==> src/rtl/hazard_pkg.sv <==
// Shared definitions for the ID-stage hazard logic: FSM states, stall-count
// encoding and the register match rule used by the stall and forwarding units.
package hazard_pkg;

   typedef enum logic [1:0] {
      RUN    = 2'd0,
      STALL2 = 2'd1,
      STALL1 = 2'd2
   } state_e;

   // Number of bubbles a hazard still needs; shared with the forwarding unit.
   typedef enum logic [1:0] {
      STALL_N0 = 2'd0,
      STALL_N1 = 2'd1,
      STALL_N2 = 2'd2,
      STALL_N3 = 2'd3
   } stall_n_e;

   localparam logic [4:0] ZERO_REG      = 5'd0;
   localparam int         DEFAULT_CNT_W = 16;

   function automatic logic reg_hit(input logic [4:0] rd,
                                    input logic [4:0] rs,
                                    input logic [4:0] rt,
                                    input logic       uses_rt);
      return (rd != ZERO_REG) && ((rd == rs) || (uses_rt && (rd == rt)));
   endfunction

   function automatic stall_n_e stall_need(input logic is_branch,
                                           input logic ex_hit,
                                           input logic ex_mem_read,
                                           input logic ex_reg_write,
                                           input logic mem_hit,
                                           input logic mem_mem_read);
      stall_n_e n;
      n = STALL_N0;
      if (is_branch) begin
         // Branches compare in ID, so even ALU results in EX are too late.
         if (ex_hit && ex_mem_read)
            n = STALL_N2;
         else if (ex_hit && ex_reg_write)
            n = STALL_N1;
         else if (mem_hit && mem_mem_read)
            n = STALL_N1;
      end else if (ex_hit && ex_mem_read) begin
         n = STALL_N1;
      end
      return n;
   endfunction

endpackage

==> src/rtl/hazard_stall_controller_sat_counter.sv <==
// Event counter that sticks at all-ones instead of wrapping.
module sat_counter #(
   parameter int W = 16
) (
   input  logic         clk,
   input  logic         rst_n,
   input  logic         inc,
   output logic [W-1:0] count
);

   localparam logic [W-1:0] MAX = {W{1'b1}};
   localparam logic [W-1:0] ONE = {{(W-1){1'b0}}, 1'b1};

   always_ff @(posedge clk or negedge rst_n) begin
      if (!rst_n)
         count <= '0;
      else if (inc && (count != MAX))
         count <= count + ONE;
   end

endmodule

==> src/rtl/hazard_stall_controller.sv <==
// Load-use / branch-in-ID hazard detection with multi-cycle stall sequencing,
// IF/ID flush on taken control transfers and saturating event counters.
module hazard_stall_controller
   import hazard_pkg::*;
#(
   parameter int CNT_W = DEFAULT_CNT_W
) (
   input  logic             Clk,
   input  logic             Rst,
   input  logic [4:0]       ID_RegRs,
   input  logic [4:0]       ID_RegRt,
   input  logic             ID_UsesRt,
   input  logic             ID_IsBranch,
   input  logic             ID_BranchTaken,
   input  logic             ID_Jump,
   input  logic [4:0]       EX_Rd,
   input  logic [4:0]       MEM_Rd,
   input  logic             EX_RegWrite,
   input  logic             EX_MemRead,
   input  logic             MEM_MemRead,
   output logic             PC_Write,
   output logic             IFID_Write,
   output logic             IFID_Flush,
   output logic             IDEX_Bubble,
   output logic [CNT_W-1:0] StallCount,
   output logic [CNT_W-1:0] FlushCount
);

   state_e   state;
   state_e   state_nx;
   stall_n_e need;
   logic     ex_hit;
   logic     mem_hit;
   logic     stall;
   logic     flush;

   assign ex_hit  = reg_hit(EX_Rd,  ID_RegRs, ID_RegRt, ID_UsesRt);
   assign mem_hit = reg_hit(MEM_Rd, ID_RegRs, ID_RegRt, ID_UsesRt);
   assign need    = stall_need(ID_IsBranch, ex_hit, EX_MemRead, EX_RegWrite,
                               mem_hit, MEM_MemRead);

   always_ff @(posedge Clk or negedge Rst) begin
      if (!Rst)
         state <= RUN;
      else
         state <= state_nx;
   end

   always_comb begin
      state_nx = state;
      stall    = 1'b0;
      flush    = 1'b0;
      case (state)
         RUN: begin
            if (need == STALL_N0) begin
               flush = (ID_IsBranch && ID_BranchTaken) || ID_Jump;
            end else begin
               stall = 1'b1;
               // Single bubbles are re-evaluated; longer ones are held by the FSM.
               if (need != STALL_N1)
                  state_nx = STALL1;
            end
         end
         STALL2, STALL1: begin
            stall    = 1'b1;
            state_nx = RUN;
         end
         default: state_nx = RUN;
      endcase
   end

   // Reset holds the pipeline quiet regardless of the hazard inputs.
   always_comb begin
      if (!Rst) begin
         PC_Write    = 1'b0;
         IFID_Write  = 1'b0;
         IDEX_Bubble = 1'b1;
         IFID_Flush  = 1'b1;
      end else begin
         PC_Write    = !stall;
         IFID_Write  = !stall;
         IDEX_Bubble = stall;
         IFID_Flush  = flush;
      end
   end

   sat_counter #(.W(CNT_W)) u_stall_cnt (
      .clk   (Clk),
      .rst_n (Rst),
      .inc   (stall),
      .count (StallCount)
   );

   sat_counter #(.W(CNT_W)) u_flush_cnt (
      .clk   (Clk),
      .rst_n (Rst),
      .inc   (flush),
      .count (FlushCount)
   );

endmodule

==> config.mk <==
export PLATFORM = sky130hd
export DESIGN_NAME = hazard_stall_controller
export DESIGN_NICKNAME = d
export VERILOG_FILES = /design/src/rtl/hazard_pkg.sv /design/src/rtl/hazard_stall_controller_sat_counter.sv /design/src/rtl/hazard_stall_controller.sv
export SDC_FILE = /design/constraint.sdc
export NUM_CORES = 1
export LEC_CHECK = 0
export ABC_AREA = 1
export CAP_MARGIN = 5
export CORE_UTILIZATION = 46
export CTS_BUF_LIST = sky130_fd_sc_hd__clkbuf_4
export DETAILED_ROUTE_END_ITERATION = 12
export GPL_TIMING_DRIVEN = 0
export PLACE_DENSITY = 0.79
export REMOVE_ABC_BUFFERS = 1
export SETUP_SLACK_MARGIN = 0.15
export SKIP_CTS_REPAIR_TIMING = 1
export SLEW_MARGIN = 25
export SYNTH_ARGS = -nofsm -noshare
export SYNTH_HDL_FRONTEND = slang
export SYNTH_SLANG_ARGS = --single-unit
==> constraint.sdc <==
create_clock -name Clk -period 1.8 [get_ports Clk]
set_clock_uncertainty 0.15 [all_clocks]
set_input_delay 0.36 -clock Clk [delete_from_list [all_inputs] [get_ports Clk]]
set_output_delay 0.36 -clock Clk [all_outputs]
set_load 0.01 [all_outputs]
==> After elaboration in Yosys (flattened, before gate mapping) <==
Index checks and enable logic that the tools add are counted.
{ "totals": {"ff_bits": 34, "in_bits": 29, "output_inout_bits": 36, "elab_cells": 51} }
{ "classes": {"add_sub_neg": 2, "eq_ne": 11, "muxes": 15, "n_reduce_logical": 20} }
{ "ops": {"columns": ["cell", "n"], "rows": [
  ["16-bit by 1-bit adder with 16-bit output (second input constant)", 2],
  ["16-bit inequality test (second input constant)", 2],
  ["5-bit equality test", 4],
  ["1-bit logical AND", 10],
  ["2-bit two-way mux", 5],
  ["5-bit nonzero test", 2],
  ["1-bit two-way mux", 9],
  ["2-bit zero test", 2],
  ["2-bit inequality test (second input constant)", 2],
  ["1-bit logical OR", 3],
  ["2-bit by 1-bit equality test with 1-bit output (second input constant)", 1],
  ["2-bit equality test (second input constant)", 1],
  ["2-bit by 1-bit inequality test with 1-bit output (second input constant)", 1],
  ["1-bit case mux with 2 select lines", 1],
  ["2-bit AND reduction", 1],
  ["2-bit OR reduction", 1],
  ["1-bit zero test", 1]
]} }

==> Depth between registers and ports, before layout <==
{ "depth": {"ltp_word": 14, "ltp_mapped": 14, "mapped_depth_nobuf": 13} }

==> Hierarchy <==
Synthesis repeated with hierarchy kept, for this count alone.
{ "unflattened": {"hier_cells": 403, "area_unflattened_um2": 2598.7} }
{ "modules_own_cells": {"columns": ["module", "n_inst", "cells_each", "area_each_um2", "seq_area_each_um2"], "rows": [
  ["sat_counter", 2, 149, 1058.5, 400.4],
  ["hazard_stall_controller", 1, 105, 481.7, 25.0]
]} }

==> Worst setup path before layout <==
Ideal clock, no wire load.
{ "synth_timing": {"kind": "input -> output", "from": "in EX_Rd[0]", "to": "out PC_Write", "t_arrival_ns": 1.445, "t_required_ns": 1.290, "slack_ns": -0.155, "path_stages": 12, "n_path_buf": 1, "cell_sequence": "inv_1 -> nand2_1 -> nand2_1 -> nor2_1 -> nand3_1 -> nand2_2 -> nand3_2 -> nand2_2 -> inv_4 -> nand2_8 -> nor2_1 -> buf_4"} }
{ "synth_between": {"elab_chain_cells": 13, "word_cells_on_any_way": 17, "cone_classes": "2 x eq/ne; 7 x mux; 8 x reduce/logical"} }
{ "synth_rtl": {"columns": ["element", "line", "source"], "rows": [
  ["start, declared", "hazard_stall_controller.sv:16", "input logic [4:0] EX_Rd,"],
  ["5-bit equality test", "hazard_pkg.sv:26", "return (rd != ZERO_REG) && ((rd == rs) || (uses_rt && (rd == rt)));"],
  ["1-bit logical AND", "hazard_pkg.sv:26", null],
  ["1-bit logical OR", "hazard_pkg.sv:26", null],
  ["1-bit logical AND *", "hazard_pkg.sv:26", null],
  ["1-bit logical AND", "hazard_pkg.sv:41", "else if (ex_hit && ex_reg_write)"],
  ["1-bit two-way mux", "hazard_pkg.sv:41", null],
  ["2-bit two-way mux", "hazard_pkg.sv:39", "if (ex_hit && ex_mem_read)"],
  ["2-bit two-way mux *", "hazard_pkg.sv:37", "if (is_branch) begin"],
  ["2-bit zero test *", "hazard_stall_controller.sv:55", "if (need == STALL_N0) begin"],
  ["1-bit two-way mux *", "hazard_stall_controller.sv:55", null],
  ["1-bit case mux with 2 select lines *", "hazard_stall_controller.sv:53", "case (state)"],
  ["1-bit zero test *", null, null],
  ["1-bit two-way mux *", null, null],
  ["end, declared", "hazard_stall_controller.sv:21", "output logic PC_Write,"]
]} }
Every way passes the cells marked *; elsewhere a longest branch is shown, timed or not.

==> Worst setup path in the final report <==
{ "layout_timing": {"from": "in EX_Rd[3]", "to": "out IDEX_Bubble"} }
{ "layout_between": {"elab_chain_cells": 12, "word_cells_on_any_way": 16, "cone_classes": "2 x eq/ne; 7 x mux; 7 x reduce/logical"} }
{ "layout_rtl": {"columns": ["element", "line", "source"], "rows": [
  ["5-bit equality test", "hazard_pkg.sv:26", null],
  ["1-bit logical AND", "hazard_pkg.sv:26", null],
  ["1-bit logical OR", "hazard_pkg.sv:26", null],
  ["1-bit logical AND *", "hazard_pkg.sv:26", null],
  ["1-bit logical AND", "hazard_pkg.sv:41", null],
  ["1-bit two-way mux", "hazard_pkg.sv:41", null],
  ["2-bit two-way mux", "hazard_pkg.sv:39", null],
  ["2-bit two-way mux *", "hazard_pkg.sv:37", null],
  ["2-bit zero test *", "hazard_stall_controller.sv:55", null],
  ["1-bit two-way mux *", "hazard_stall_controller.sv:55", null],
  ["1-bit case mux with 2 select lines *", "hazard_stall_controller.sv:53", null],
  ["1-bit two-way mux *", "hazard_stall_controller.sv:74", "if (!Rst) begin"],
  ["end, declared", "hazard_stall_controller.sv:24", "output logic IDEX_Bubble,"]
]} }
Marked as above.

==> flow_summary.json <==
{
  "period_share": 1.13,
  "period_needed_ns": 2.03,
  "cp_slowest_cell": "buf_12",
  "layout_setup_ws_ns": -0.232,
  "cts_tree": "done",
  "fmax_mhz": 492,
  "ys_top_cells_by_count": "113 x nand2_1, 35 x inv_1, 33 x dfrtp_1",
  "gp_congestion": 0.912,
  "cpPeakStageDelay_ns": 0.12,
  "htree_levels": 2,
  "dpl.hpwl_um": 4530,
  "post-place-ws_ns": -1.29,
  "clock_path_buffers": 2,
  "crit_required_ns": 1.29,
  "routed_wl_um": 7740,
  "critPathMaxFanout": 4,
  "crit_type": "in -> out",
  "finalSetupViolations": 13,
  "yosysMostFrequentCell": "nand2_1",
  "p_leak_nw": 2.38,
  "syn_to_final_growth_pct": 55.8,
  "synth_top_cell_area_share": 0.323,
  "grt_max_degree": 24,
  "overflow": 0,
  "synth_warnings": 0,
  "slew-limit-headroom": 0.608,
  "grt_usage": 0.218,
  "worst_setup_path_end_kind": "output port",
  "path_buf_inv": 3,
  "p_total_mw": 2.54,
  "die_area_um2": 5870,
  "via_per_inst": 5.21,
  "final_hold_viol_count": 0,
  "avgSynthCellArea_um2": 7.23,
  "p_per_area_nw_per_um2": 637,
  "path_cells": "buf_12 > nand2_2 > nand2_1 > nor2_1 > nand3_1 > nand2_2 > nand3_2 > nand2_4 > nand2_8 > nand2_8 > nor2_4 > inv_1 > buf_2",
  "antenna_found_initial": 0,
  "yosysUniqueCellTypes": 32,
  "num_vias": 2773,
  "async_reset_ff_frac": 1.00,
  "yosysSeqAreaShare": 0.323,
  "avgRoutedWirePerCell_um": 14.6,
  "vdd_drop_max_uv": 611,
  "worst_pin_slew_ns": 0.586,
  "worstSetupStartpointType": "input pin",
  "ys.flop_type": "dfrtp_1",
  "hold_path_class": "in -> reg",
  "io_pins": 65,
  "core_um2": 5240,
  "synth_top_area_cell": "dfrtp_1",
  "drv_slew": 0,
  "die_w_um": 76.6,
  "n_antenna_cell": 0,
  "drt_pass1_iterations": 4,
  "cp_top_family": "simple AND/OR/NAND/NOR gates",
  "ys_ff_latch": 33,
  "rsz0062_at_grt": "true",
  "numPortBuffers": 64,
  "rows": 26,
  "clock-sinks": 33,
  "final_net_count": 492,
  "drive_above_1_share": 0.361,
  "outcome": "complete, but fails checks",
  "drt-initial-drc-count": 99,
  "synth_area_leaders": "dfrtp_1 32%, nand2_1 17%, xnor2_1 6.2%, nand3_1 6.1%, inv_1 5.1%",
  "netlist_area_um2": 2560,
  "ant_nets": 0,
  "synthCells": 354,
  "maxCapViolCount": 0,
  "grt_pass1_vias": 2236,
  "die_h_um": 76.6,
  "cts_made_buffers": 5,
  "drc": 0,
  "grt_pass1_wl_um": 10400,
  "clk_pin_slew_worst_paths_ns": 0.10,
  "initial_core_util": 0.489,
  "clk_latency_ns": 0.36,
  "critPathArrivalTime_ns": 1.52,
  "synth-edff-count": 0,
  "violations": "setup timing",
  "root_buffer": "clkbuf_4"
}
## metrics by stage
| stage | util | cell area [µm²] | std cells | TNS (ns) | hold slack, ns |
|---|---|---|---|---|---|
| 4_1_cts | 0.629 | 3290 | 488 | -17.04 | -0.264 |
| 6_report | 0.761 | 3990 | 532 | -1.05 | 0.281 |
| 2_1_floorplan | - | 2490 | 345 | -1.20 | -0.0856 |
| 5_1_grt | 0.761 | 3990 | 532 | -3.22 | 0.274 |
| 3_3_place_gp | 0.614 | 3220 | 479 | -41.56 | 0.336 |
| 3_5_place_dp | 0.618 | 3240 | 480 | -22.91 | 0.138 |
## cells in the final DEF, fill, tap and decap left out, types with 10 or more instances in the layout
cell type / count
inv_1: 23
dlymetal6s2s_1: 35
nand2_1: 99
xnor2_1: 18
nor2_1: 25
dfrtp_2: 21
dfrtp_1: 12
nand4_1: 19
inv_2: 10
buf_6: 16
xor2_1: 14
buf_4: 37
nand2_2: 26
nand3_1: 30
## worst min-delay path, stage by stage
cell and delay [ns]:
dlymetal6s2s_1 0.24, nand2_1 0.12, nor2_1 0.04
## sequential cells by signal (all words and copies together) (netlist names)
signal             cells
state                  1
u_flush_cnt.count     16
u_stall_cnt.count     16
## layout make-up
| cell class | count | area (µm²) |
|---|---|---|
| clock buffers | 5 | 37.5 |
| clock inverters | 3 | 17.5 |
| multi-input cells | 277 | 1730 |
| repair buffers | 106 | 1100 |
| flip-flops and latches | 33 | 852 |
| well taps | 70 | 87.6 |
| fillers | 361 | 1250 |
| inverters | 38 | 163 |
## kinds of logic after synthesis
kind of cell | Yosys count | share of synthesized area
simple gates | 229 | 0.447
buf+inv | 47 | 0.0846
flops | 33 | 0.323
xor+xnor | 32 | 0.109
compound gates | 11 | 0.0269
fa+ha+maj | 2 | 0.00977
## worst paths after layout
kind | startpoint | to | slack [ns] | depth (start not counted)
min in group asynchronous | Rst | u_flush_cnt.count[4] | 0.45 | 2
min reg2reg | u_flush_cnt.count[4] | u_flush_cnt.count[4] | 0.37 | 2
max | EX_Rd[3] | IDEX_Bubble | -0.23 | 13
max reg2reg | u_stall_cnt.count[0] | u_stall_cnt.count[15] | -0.05 | 10
min | ID_IsBranch | state[1] | 0.28 | 3
max in group asynchronous | Rst | u_stall_cnt.count[0] | 0.64 | 2
## per-layer routing
metal / wire (µm) / part of all wire / track usage / vias to the layer above
li1: - / - / - / 1354
met1: 3260 / 0.42 / 0.291 / 1310
met2: 3880 / 0.50 / 0.347 / 97
met3: 477 / 0.062 / 0.0383 / 12
met4: 125 / 0.016 / 0.0904 / 0
met5: 0 / 0 / 0 / -
## power breakdown
part           switching (mW)  internal [mW]  total [mW]
clock                   0.288          0.147       0.436
sequential              0.133          0.851       0.984
combinational           0.525          0.594        1.12
total                   0.947           1.59        2.54
Power figures use the tool's default switching activity.
